## src/rtl/calc_seq_ctrl.sv

```systemverilog
// Sequenced sign-magnitude calculator: IDLE -> CONV -> EXEC -> DONE, ADD/SUB in one EXEC cycle.
// Define CALC_MUL_EN to build the 7-cycle shift-add multiplier; otherwise MUL reports Err.
module calc_seq_ctrl (
    input  logic       i_clk,
    input  logic       i_rst,
    input  logic       i_start,
    input  logic [1:0] i_op,
    input  logic [6:0] i_a_mag,
    input  logic       i_a_sign,
    input  logic [6:0] i_b_mag,
    input  logic       i_b_sign,
    output logic       o_busy,
    output logic       o_done,
    output logic [7:0] o_result,
    output logic       o_ovf,
    output logic       o_err
);

    typedef enum logic [1:0] {
        S_IDLE = 2'd0,
        S_CONV = 2'd1,
        S_EXEC = 2'd2,
        S_DONE = 2'd3
    } state_t;

    localparam logic [1:0] OP_ADD = 2'b00;
    localparam logic [1:0] OP_SUB = 2'b01;
`ifdef CALC_MUL_EN
    localparam logic [1:0] OP_MUL = 2'b10;
`endif

    // Negative zero collapses to 0x00 because 0 - 0 is still 0.
    function automatic logic [7:0] sm_to_tc(input logic [6:0] mag, input logic sign);
        return sign ? (8'd0 - {1'b0, mag}) : {1'b0, mag};
    endfunction

    state_t     r_state;
    state_t     w_state_nxt;
    logic [1:0] r_op;
    logic [6:0] r_a_mag;
    logic       r_a_sign;
    logic [6:0] r_b_mag;
    logic       r_b_sign;
    logic [7:0] r_a_tc;
    logic [7:0] r_b_tc;
    logic       w_exec_done;
    logic [8:0] w_sum9;
    logic [8:0] w_dif9;
    logic [7:0] w_res;
    logic       w_ovf;
    logic       w_err;
    logic       w_busy_nxt;
    logic       w_done_nxt;
    logic       w_load_res;

`ifdef CALC_MUL_EN
    logic [13:0] r_mcand;
    logic [6:0]  r_mplier;
    logic [13:0] r_prod;
    logic [2:0]  r_cnt;
    logic [13:0] w_prod_nxt;
    logic [13:0] w_prod_tc;
    logic        w_mul_neg;
    logic        w_mul_ovf;
`endif

    // State register
    always_ff @(posedge i_clk) begin
        if (i_rst) begin
            r_state <= S_IDLE;
        end else begin
            r_state <= w_state_nxt;
        end
    end

    // Next-state logic
    always_comb begin
        w_state_nxt = r_state;
        case (r_state)
            S_IDLE: begin
                if (i_start) begin
                    w_state_nxt = S_CONV;
                end else begin
                    w_state_nxt = S_IDLE;
                end
            end
            S_CONV: w_state_nxt = S_EXEC;
            S_EXEC: begin
                if (w_exec_done) begin
                    w_state_nxt = S_DONE;
                end else begin
                    w_state_nxt = S_EXEC;
                end
            end
            S_DONE:  w_state_nxt = S_IDLE;
            default: w_state_nxt = S_IDLE;
        endcase
    end

    // Operand capture, sign conversion and multiplier stepping
    always_ff @(posedge i_clk) begin
        if (i_rst) begin
            r_op     <= 2'd0;
            r_a_mag  <= 7'd0;
            r_a_sign <= 1'b0;
            r_b_mag  <= 7'd0;
            r_b_sign <= 1'b0;
            r_a_tc   <= 8'd0;
            r_b_tc   <= 8'd0;
`ifdef CALC_MUL_EN
            r_mcand  <= 14'd0;
            r_mplier <= 7'd0;
            r_prod   <= 14'd0;
            r_cnt    <= 3'd0;
`endif
        end else begin
            if ((r_state == S_IDLE) && i_start) begin
                r_op     <= i_op;
                r_a_mag  <= i_a_mag;
                r_a_sign <= i_a_sign;
                r_b_mag  <= i_b_mag;
                r_b_sign <= i_b_sign;
            end
            if (r_state == S_CONV) begin
                r_a_tc   <= sm_to_tc(r_a_mag, r_a_sign);
                r_b_tc   <= sm_to_tc(r_b_mag, r_b_sign);
`ifdef CALC_MUL_EN
                r_mcand  <= {7'd0, r_a_mag};
                r_mplier <= r_b_mag;
                r_prod   <= 14'd0;
                r_cnt    <= 3'd0;
`endif
            end
`ifdef CALC_MUL_EN
            if ((r_state == S_EXEC) && (r_op == OP_MUL)) begin
                r_prod   <= w_prod_nxt;
                r_mcand  <= {r_mcand[12:0], 1'b0};
                r_mplier <= {1'b0, r_mplier[6:1]};
                r_cnt    <= r_cnt + 3'd1;
            end
`endif
        end
    end

`ifdef CALC_MUL_EN
    // One multiplier bit per EXEC cycle; the seventh step is folded into the result
    always_comb begin
        w_prod_nxt = r_mplier[0] ? (r_prod + r_mcand) : r_prod;
        w_mul_neg  = (r_a_sign ^ r_b_sign) && (w_prod_nxt != 14'd0);
        w_prod_tc  = w_mul_neg ? (14'd0 - w_prod_nxt) : w_prod_nxt;
        w_mul_ovf  = w_mul_neg ? (w_prod_nxt > 14'd128) : (w_prod_nxt > 14'd127);
        w_exec_done = (r_op == OP_MUL) ? (r_cnt == 3'd6) : 1'b1;
    end
`else
    assign w_exec_done = 1'b1;
`endif

    // Result selection for the operation finishing this cycle
    always_comb begin
        w_sum9 = {r_a_tc[7], r_a_tc} + {r_b_tc[7], r_b_tc};
        w_dif9 = {r_a_tc[7], r_a_tc} - {r_b_tc[7], r_b_tc};
        w_res  = 8'd0;
        w_ovf  = 1'b0;
        w_err  = 1'b0;
        case (r_op)
            OP_ADD: begin
                w_res = w_sum9[7:0];
                w_ovf = w_sum9[8] ^ w_sum9[7];
            end
            OP_SUB: begin
                w_res = w_dif9[7:0];
                w_ovf = w_dif9[8] ^ w_dif9[7];
            end
`ifdef CALC_MUL_EN
            OP_MUL: begin
                w_res = w_prod_tc[7:0];
                w_ovf = w_mul_ovf;
            end
`endif
            default: begin
                w_res = 8'd0;
                w_ovf = 1'b0;
                w_err = 1'b1;
            end
        endcase
    end

    // Output decode, one cycle ahead of the registered outputs
    always_comb begin
        w_busy_nxt = (w_state_nxt != S_IDLE);
        w_done_nxt = (w_state_nxt == S_DONE);
        w_load_res = (r_state == S_EXEC) && w_exec_done;
    end

    // Registered outputs; results change only on entry to DONE
    always_ff @(posedge i_clk) begin
        if (i_rst) begin
            o_busy   <= 1'b0;
            o_done   <= 1'b0;
            o_result <= 8'd0;
            o_ovf    <= 1'b0;
            o_err    <= 1'b0;
        end else begin
            o_busy <= w_busy_nxt;
            o_done <= w_done_nxt;
            if (w_load_res) begin
                o_result <= w_res;
                o_ovf    <= w_ovf;
                o_err    <= w_err;
            end
        end
    end

endmodule
```

## config.mk

```make
export PLATFORM = sky130hd
export DESIGN_NAME = calc_seq_ctrl
export DESIGN_NICKNAME = d
export VERILOG_FILES = /design/src/rtl/calc_seq_ctrl.sv
export SDC_FILE = /design/constraint.sdc
export NUM_CORES = 1
export LEC_CHECK = 0
export ABC_AREA = 1
export CORE_MARGIN = 3
export CORE_UTILIZATION = 60
export CTS_BUF_LIST = sky130_fd_sc_hd__clkbuf_16
export CTS_CLUSTER_DIAMETER = 60
export DETAILED_ROUTE_END_ITERATION = 12
export GPL_ROUTABILITY_DRIVEN = 0
export GPL_TIMING_DRIVEN = 0
export PLACE_DENSITY = 0.95
export REMOVE_ABC_BUFFERS = 1
export SLEW_MARGIN = 20
export SYNTH_ARGS = -nofsm -noshare
export SYNTH_HDL_FRONTEND = slang
export SYNTH_SLANG_ARGS = --single-unit
```

## constraint.sdc

```tcl
create_clock -name i_clk -period 3.2 [get_ports i_clk]
set_clock_uncertainty 0.15 [all_clocks]
set_input_delay 0.64 -clock i_clk [delete_from_list [all_inputs] [get_ports i_clk]]
set_output_delay 0.64 -clock i_clk [all_outputs]
set_load 0.03 [all_outputs]
```

Yosys cells after proc, flatten, opt, wreduce, memory -nomap -nowiden
Cells that the tools add are included.
{"block": "word_totals", "register_bits": 48, "in_bits": 21, "wordCells": 36}
{"block": "op_classes", "add_sub_neg": 4, "eq_ne": 5, "mux": 7, "bitwise_logic": 2, "reduce_logical": 5}
{"operator": "$mux 8", "n": 2}
{"operator": "$pmux 8 s2", "n": 1}
{"operator": "$sub 1x7->8 const A", "n": 2}
{"operator": "$add 8x8->9", "n": 1}
{"operator": "$sub 8x8->9", "n": 1}
{"operator": "$pmux 2 s4", "n": 1}
{"operator": "$eq 2x2->1 const B", "n": 3}
{"operator": "$eq 2x1->1 const B", "n": 2}
{"operator": "$logic_not 2->1", "n": 2}
{"operator": "$mux 1", "n": 2}
{"operator": "$pmux 1 s2", "n": 1}
{"operator": "$reduce_bool 2->1", "n": 1}
{"operator": "$reduce_or 2->1", "n": 1}
{"operator": "$xor 1x1->1", "n": 2}
{"operator": "$logic_and 1x1->1", "n": 1}

Logic depth before layout (Yosys ltp)
Gate-level depths: netlist of run 1.
{"block": "logic_depth", "ltp_word": 3, "ltp_mapped": 14}

Worst setup path after synthesis of run 1
Ideal clock, no wire load.
{"block": "synth_path", "path_type": "reg-to-reg", "from": "register r_a_tc[0]", "to": "register o_result[6]", "setup_time_ns": 0.109, "arrival_time_ns": 1.577, "required_time_ns": 2.941, "slack_ns": 1.365, "path_stages_with_launch": 12, "path_buffers": 0, "synth_period_minus_slack_ns": 1.835, "cell_sequence": "dfxtp_1 > ha_1 > fa_1 > nand2_2 > nand2_4 > nand2_2 > o21bai_1 > or2_0 > nand2_1 > nand3_1 > nand2_1 > inv_1"}
{"block": "synth_between", "elab_chain_len": 2}
{"element": "start, declared", "line_no": "44", "rtl": "logic [7:0] r_a_tc;"}
{"element": "start signal, assigned", "line_no": "125", "rtl": "r_a_tc <= sm_to_tc(r_a_mag, r_a_sign);"}
{"element": "$sub 8x8->9 / $add 8x8->9 (equally long branches)", "line_no": "161, 160"}
{"element": "$pmux 8 s2 (*)", "line_no": "165", "rtl": "case (r_op)"}
{"element": "end signal, assigned", "line_no": "207", "rtl": "o_result <= w_res;"}
{"element": "end, declared", "line_no": "14", "rtl": "output logic [7:0] o_result,"}
Every way passes the cells marked *; elsewhere a longest branch is shown, timed or not.
A chain may end at the register's enable or synchronous reset.

==> impl_metrics.py, run 1 <==
metrics = {
    "worst_setup_path": {
        "regToRegSetupSlack_ns": 1.13,
        "reg2regPathDepth": 13,
        "r2r_end": "o_result[6]$_SDFFE_PP0P_",
        "required_ns": 3.29,
        "rr_startpoint": "r_a_tc[0]$_SDFFE_PP0N_",
        "worst_ep_arrival_time_ns": 2.62,
        "worstSetupEndpointType": "register",
        "worstSetupPathType": "primary input to register",
        "setup.worst_path.start_class": "primary input",
        "startpoint": "i_rst",
        "crit_fanout": 39,
    },
    "worst_hold_path": {
        "hold-path-cell-count": 2,
        "hp-class": "register to register",
        "min_from": "o_result[4]$_SDFFE_PP0P_",
        "holdPathEnd": "o_result[4]$_SDFFE_PP0P_",
    },
    "power": {
        "powerDensity_nw_per_um2": 544,
        "finalPower_mw": 1.82,
        "switchingPower_mw": 0.653,
        "power_leakage_nw": 1.64,
        "vdd_drop_max_mv": 0.459,
        "switching_share_pct": 35.9,
        "combPwrFrac_pct": 32.6,
        "power.internal_mw": 1.17,
        "power_frac_seq_pct": 39.6,
        "clkPwrFrac_pct": 27.8,
    },
    "finish": {
        "layout.nets": 497,
        "fill_cells": 316,
        "diodes": 0,
        "regArea_um2": 961,
        "area_growth_pct": 15.1,
        "final_util_pct": 74.3,
        "final_cells": 505,
        "multi_input_area_um2": 1580,
        "layout-drive-gt1-share_pct": 4.19,
        "stdcell_area_um2": 3350,
    },
    "clocking": {
        "holdBufCountCts": 0,
        "ctsHtreeMaxLevel": 2,
        "clock_latency_ns": 0.29,
        "cts_buffer_depth": 2,
        "post_cts_resized": 0,
        "cts_sinks": 48,
        "path_clk_slew_ns": 0.06,
        "cts_tree": "built",
        "cts_buffers": 5,
        "root_buffer": "clkbuf_16",
        "postCtsSetupBuffers": 0,
    },
    "grt": {
        "gr-total-overflow": 0,
        "grt_pass1_wl_um": 11100,
        "grt_antenna_before_repair": 0,
        "grt_usage_pct": 25.2,
        "grt_pass1_vias": 2522,
        "grt_max_degree": 40,
    },
    "synthesis": {
        "ys_types": 30,
        "avgSynthCellArea_um2": 6.81,
        "syn_inst": 427,
        "ys_ff_latch": 48,
        "yosysMostFrequentCell": "nand2_1",
        "synth-edff-count": 0,
        "synth_warnings": 0,
        "ys_async_sr_fraction_pct": 0,
        "yosys.area.top_type_share_pct": 33.0,
        "synth_common_cells": "nand2_1, inv_1, nor2_1",
        "netlist.top_cell.by_area": "dfxtp_1",
        "yosysSeqAreaShare_pct": 33.0,
        "synth_area_um2": 2910,
        "synth_area_leaders": "dfxtp_1, nand2_1, ha_1",
        "synth-main-ff-cell": "dfxtp_1",
    },
    "run": {
        "cap_violations": 0,
    },
    "routing": {
        "wl_um": 6430,
        "vias": 2731,
        "routedWlPerCell_um": 12.7,
        "drtPass1Iterations": 6,
        "antenna_left": 0,
        "viasPerCell": 5.41,
        "drcViolationCount": 0,
        "drtIter0Drc": 263,
    },
    "sta": {
        "max_slew.worst_pin.slew_ns": 1.02,
        "slew_headroom_pct": 32.2,
        "fin_crit_ns": 2.54,
        "finalSetupTns_ns": 0,
        "slew_violations": 0,
        "finalSetupViolations": 0,
        "rsz0062_at_grt": "no",
        "fmax_mhz": 394,
        "post-route-period-util_pct": 79.3,
        "hold_violations": 0,
    },
    "floorplan": {
        "die_w_um": 75.6,
        "io_pins": 33,
        "core_area_um2": 4500,
        "start_util_pct": 64.6,
        "std_cell_rows": 24,
        "die_h_um": 75.6,
        "dieArea_um2": 5720,
    },
    "placed_design": {
        "place_hpwl_um": 4640,
        "place_area_um2": 3210,
        "dp.cells": 497,
        "portBuffers": 32,
    },
    "outcome": {
        "status": "finished clean",
    },
}
[cell usage in the layout (no fill, tap or decap), types with 6 or more instances in the layout]
| cell type | count |
|---|---|
| a21oi_1 | 29 |
| nand3_1 | 21 |
| inv_1 | 70 |
| inv_2 | 6 |
| o211ai_1 | 6 |
| nand2_1 | 84 |
| ha_1 | 22 |
| clkdlybuf4s50_1 | 32 |
| o21ai_0 | 38 |
| xor2_1 | 6 |
| nor2_1 | 52 |
| dfxtp_1 | 48 |
[power groups by stage]
stage          Sequential (mW)  Combinational (mW)  Clock (mW)
2_1_floorplan            0.750               0.398           0
3_3_place_gp             0.728               0.553           0
3_5_place_dp             0.733               0.576           0
4_1_cts                  0.720               0.586       0.509
5_1_grt                  0.730               0.679       0.533
6_report                 0.722               0.594       0.506
[state kept, by name, indices dropped and copies added, names as in the netlist]
register,flops
r_b_sign,1
o_ovf,1
r_b_tc,8
o_done,1
r_a_mag,7
r_a_sign,1
o_result,8
o_busy,1
o_err,1
r_op,2
r_b_mag,7
r_state,2
r_a_tc,8
[kinds of logic (layout without fill, tap and decap cells)]
logic type | count (synthesis) | in the layout | synth area share [%]
flops | 48 | 48 | 33.0
compound gates | 91 | 91 | 17.8
buf+inv | 88 | 114 | 12.6
fa+ha+maj | 24 | 24 | 10.8
xor+xnor | 6 | 6 | 1.81
simple gates | 170 | 170 | 23.9
[worst max-delay path by stage]
stage,to
2_1_floorplan,o_result[6]$_SDFFE_PP0P_
3_3_place_gp,o_result[1]$_SDFFE_PP0P_
3_5_place_dp,o_result[1]$_SDFFE_PP0P_
4_1_cts,o_result[1]$_SDFFE_PP0P_
5_1_grt,o_result[1]$_SDFFE_PP0P_
6_report,o_result[1]$_SDFFE_PP0P_
[area by class of cell]
cell class | count | area share (%)
inverter | 74 | 8.30
clock inverter | 3 | 0.486
sequential | 48 | 28.7
multi-input combinational | 291 | 47.3
clock buffer | 5 | 3.74
tap | 52 | 1.94
timing repair buffer | 32 | 9.57
[metrics by stage]
stage / setup slack (ns) / hold WS (ns)
after global placement: 0.481 / 0.305
after floorplan: 1.35 / 0.309
after global routing: 0.467 / 0.369
after detailed placement: 0.428 / 0.318
final: 0.662 / 0.342
after CTS: 0.713 / 0.340
[per-layer routing]
layer / routed length [um] / share of wire, % / global-route usage (%)
met5: 0 / 0 / 0
met1: 2770 / 43 / 31.5
met2: 3280 / 51 / 44.0
met3: 291 / 4.5 / 4.88
met4: 89 / 1.4 / 7.57
[worst max-delay path: stages]
cell,delay [ns]
clkdlybuf4s50_1,0.62
inv_1,0.84
o21ai_0,0.22
a31o_1,0.25
inv_1,0.05
Power figures use the tool's default switching activity.
==> run 2: changes to the inputs <==
--- a/config.mk
+++ b/config.mk
@@ -7,13 +7,13 @@
 export LEC_CHECK = 0
 export ABC_AREA = 1
 export CORE_MARGIN = 3
-export CORE_UTILIZATION = 60
+export CORE_UTILIZATION = 56
 export CTS_BUF_LIST = sky130_fd_sc_hd__clkbuf_16
 export CTS_CLUSTER_DIAMETER = 60
 export DETAILED_ROUTE_END_ITERATION = 12
 export GPL_ROUTABILITY_DRIVEN = 0
 export GPL_TIMING_DRIVEN = 0
-export PLACE_DENSITY = 0.95
+export PLACE_DENSITY = 0.92
 export REMOVE_ABC_BUFFERS = 1
 export SLEW_MARGIN = 20
 export SYNTH_ARGS = -nofsm -noshare
==> constraint.sdc (replaced) <==
create_clock -name i_clk -period 2.39 [get_ports i_clk]
set_clock_uncertainty 0.15 [all_clocks]
set_input_delay 0.478 -clock i_clk [delete_from_list [all_inputs] [get_ports i_clk]]
set_output_delay 0.478 -clock i_clk [all_outputs]
set_load 0.03 [all_outputs]
==> run 2 against run 1 <==
- power is 40% higher
- clock power is 52% higher
- hold slack worse by 0.030 ns
- setup slack worse by 0.43 ns
- sequential cell count stayed put
- global-route usage is 0.52 points lower
==> impl_metrics.py, run 2 (synthesis results as in run 1) <==
metrics = {
    "outcome": {
        "status": "finished clean",
    },
    "finish": {
        "mostFrequentLayoutCell": "nand2_1",
        "diodes": 0,
        "top_regs": "o_result x8, r_a_tc x8, r_b_tc x8",
        "regArea_um2": 961,
        "mostFrequentLayoutCells": "nand2_1, inv_1, nor2_1",
        "layout-drive-gt1-share_pct": 4.88,
        "multi_input_area_um2": 1590,
        "area_growth_pct": 16.6,
        "stdcell_area_um2": 3390,
        "fill_cells": 397,
        "final_util_pct": 69.5,
        "final_cells": 518,
        "layout.nets": 497,
    },
    "grt": {
        "grt_max_degree": 40,
        "grt_pass1_wl_um": 12000,
        "grt_pass1_vias": 2633,
        "gr-total-overflow": 0,
        "grt_usage_pct": 24.7,
        "grt_antenna_before_repair": 0,
    },
    "routing": {
        "drtIter0Drc": 291,
        "drtPass1Iterations": 5,
        "antenna_left": 0,
        "routedWlPerCell_um": 13.3,
        "vias": 2800,
        "viasPerCell": 5.41,
        "drcViolationCount": 0,
        "wl_um": 6870,
    },
    "sta": {
        "slew_headroom_pct": 34.4,
        "fin_ws_ns": 0.228,
        "max_slew.worst_pin.slew_ns": 0.984,
        "finalSetupViolations": 0,
        "fin_crit_ns": 2.16,
        "rsz0062_at_grt": "no",
        "hold_violations": 0,
        "fmax_mhz": 463,
        "holdWs_ns": 0.312,
        "finalSetupTns_ns": 0,
        "slew_violations": 0,
        "post-route-period-util_pct": 90.4,
    },
    "placed_design": {
        "pre_cts_ws_ns": -0.192,
        "place_area_um2": 3230,
        "place_hpwl_um": 4520,
        "portBuffers": 32,
        "dp.cells": 512,
    },
    "clocking": {
        "holdBufCountCts": 0,
        "cts_buffer_depth": 2,
        "path_clk_slew_ns": 0.06,
        "root_buffer": "clkbuf_16",
        "cts_buffers": 5,
        "cts_tree": "built",
        "clock_latency_ns": 0.29,
        "cts_sinks": 48,
        "ctsHtreeMaxLevel": 2,
    },
    "floorplan": {
        "die_w_um": 78.1,
        "start_util_pct": 59.6,
        "dieArea_um2": 6100,
        "core_area_um2": 4880,
        "std_cell_rows": 25,
        "io_pins": 33,
        "die_h_um": 78.1,
    },
    "worst_setup_path": {
        "cp_common_cell": "nand2_1",
        "worstSetupEndpointType": "register",
        "worstSetupPathType": "register to register",
        "worstPathCellList": "inv_1, ha_1, inv_1, fa_1, nand2_1, nand2_1, nand2_1, nor2_1, nor2_1, nand2_1, nand3_1, nand2_1, nand2_1, a21oi_2",
        "setup.worst_path.start_class": "register",
        "cpPeakStageDelay_ns": 0.41,
        "crit_slowest_cell": "fa_1",
        "worst_ep_arrival_time_ns": 2.17,
        "required_ns": 2.40,
        "crit_fanout": 4,
    },
    "power": {
        "switchingPower_mw": 0.887,
        "switching_share_pct": 34.7,
        "power_leakage_nw": 1.65,
        "vdd_drop_max_mv": 0.636,
        "power_frac_seq_pct": 37.8,
        "finalPower_mw": 2.55,
        "powerDensity_nw_per_um2": 753,
        "clkPwrFrac_pct": 30.1,
        "power.internal_mw": 1.67,
        "combPwrFrac_pct": 32.1,
    },
    "worst_hold_path": {
        "hp-class": "register to register",
    },
    "run": {
        "cap_violations": 0,
    },
}
## run 2: cell types whose count changed in the layout (fill, tap and decap cells not counted), sizes merged
cell	change
clkinvlp	+1
inv	-3
clkinv	-1
clkdlybuf4s50	-1
bufinv	+1
dlymetal6s2s	+1
## run 2: critical path: cells and delay by family, from the launching register on
kind,cells,cell delay (ns)
AND/OR/NAND/NOR,9,0.82
adder cells (fa/ha/maj),2,0.54
flip-flops,1,0.34
buffers and inverters,2,0.13
AO/OA/AOI/OAI,1,0.06
## run 2: cell type report
| cell class | instances | area share, % |
|---|---|---|
| Multi-Input combinational cell | 291 | 46.8 |
| Clock buffer | 5 | 3.69 |
| Clock inverter | 1 | 0.885 |
| Tap cell | 67 | 2.47 |
| Sequential cell | 48 | 28.3 |
| Timing Repair Buffer | 32 | 9.51 |
| Inverter | 74 | 8.30 |
## run 2: path summary, 6_finish.rpt
check                                   to                      from  depth (start not counted)  slack (ns)
setup / recovery        o_ovf$_SDFFE_PP0P_    r_a_tc[0]$_SDFFE_PP0N_                         14        0.23
hold / removal    o_result[0]$_SDFFE_PP0P_  o_result[0]$_SDFFE_PP0P_                          2        0.31
setup reg to reg        o_ovf$_SDFFE_PP0P_    r_a_tc[0]$_SDFFE_PP0N_                         14        0.23
hold reg to reg   o_result[0]$_SDFFE_PP0P_  o_result[0]$_SDFFE_PP0P_                          2        0.31
## run 2: what timing repair did
action                                  4_1_cts  5_1_grt
setup buffers                                 0        0
resized for setup                             1        3
endpoints found under the setup margin        1       15
gates cloned                                  0        0
## run 2: power groups by stage
| stage | clock network (mW) | registers, mW | logic (mW) |
|---|---|---|---|
| final | 0.768 | 0.966 | 0.820 |
| after global routing | 0.798 | 0.980 | 0.932 |
| after CTS | 0.765 | 0.964 | 0.803 |
| after detailed placement | 0 | 0.980 | 0.775 |
| after global placement | 0 | 0.975 | 0.744 |
| after floorplan | 0 | 1.00 | 0.533 |
## run 2: metal layers
layer | global-route usage [%] | part of all wire (%) | routed length [um] | vias up
met1 | 29.4 | 41 | 2830 | 1252
met3 | 4.93 | 6.1 | 420 | 28
met4 | 13.3 | 3.9 | 266 | 0
met5 | 0 | 0 | 0 | -
met2 | 41.8 | 49 | 3350 | 112
li1 | - | - | - | 1408
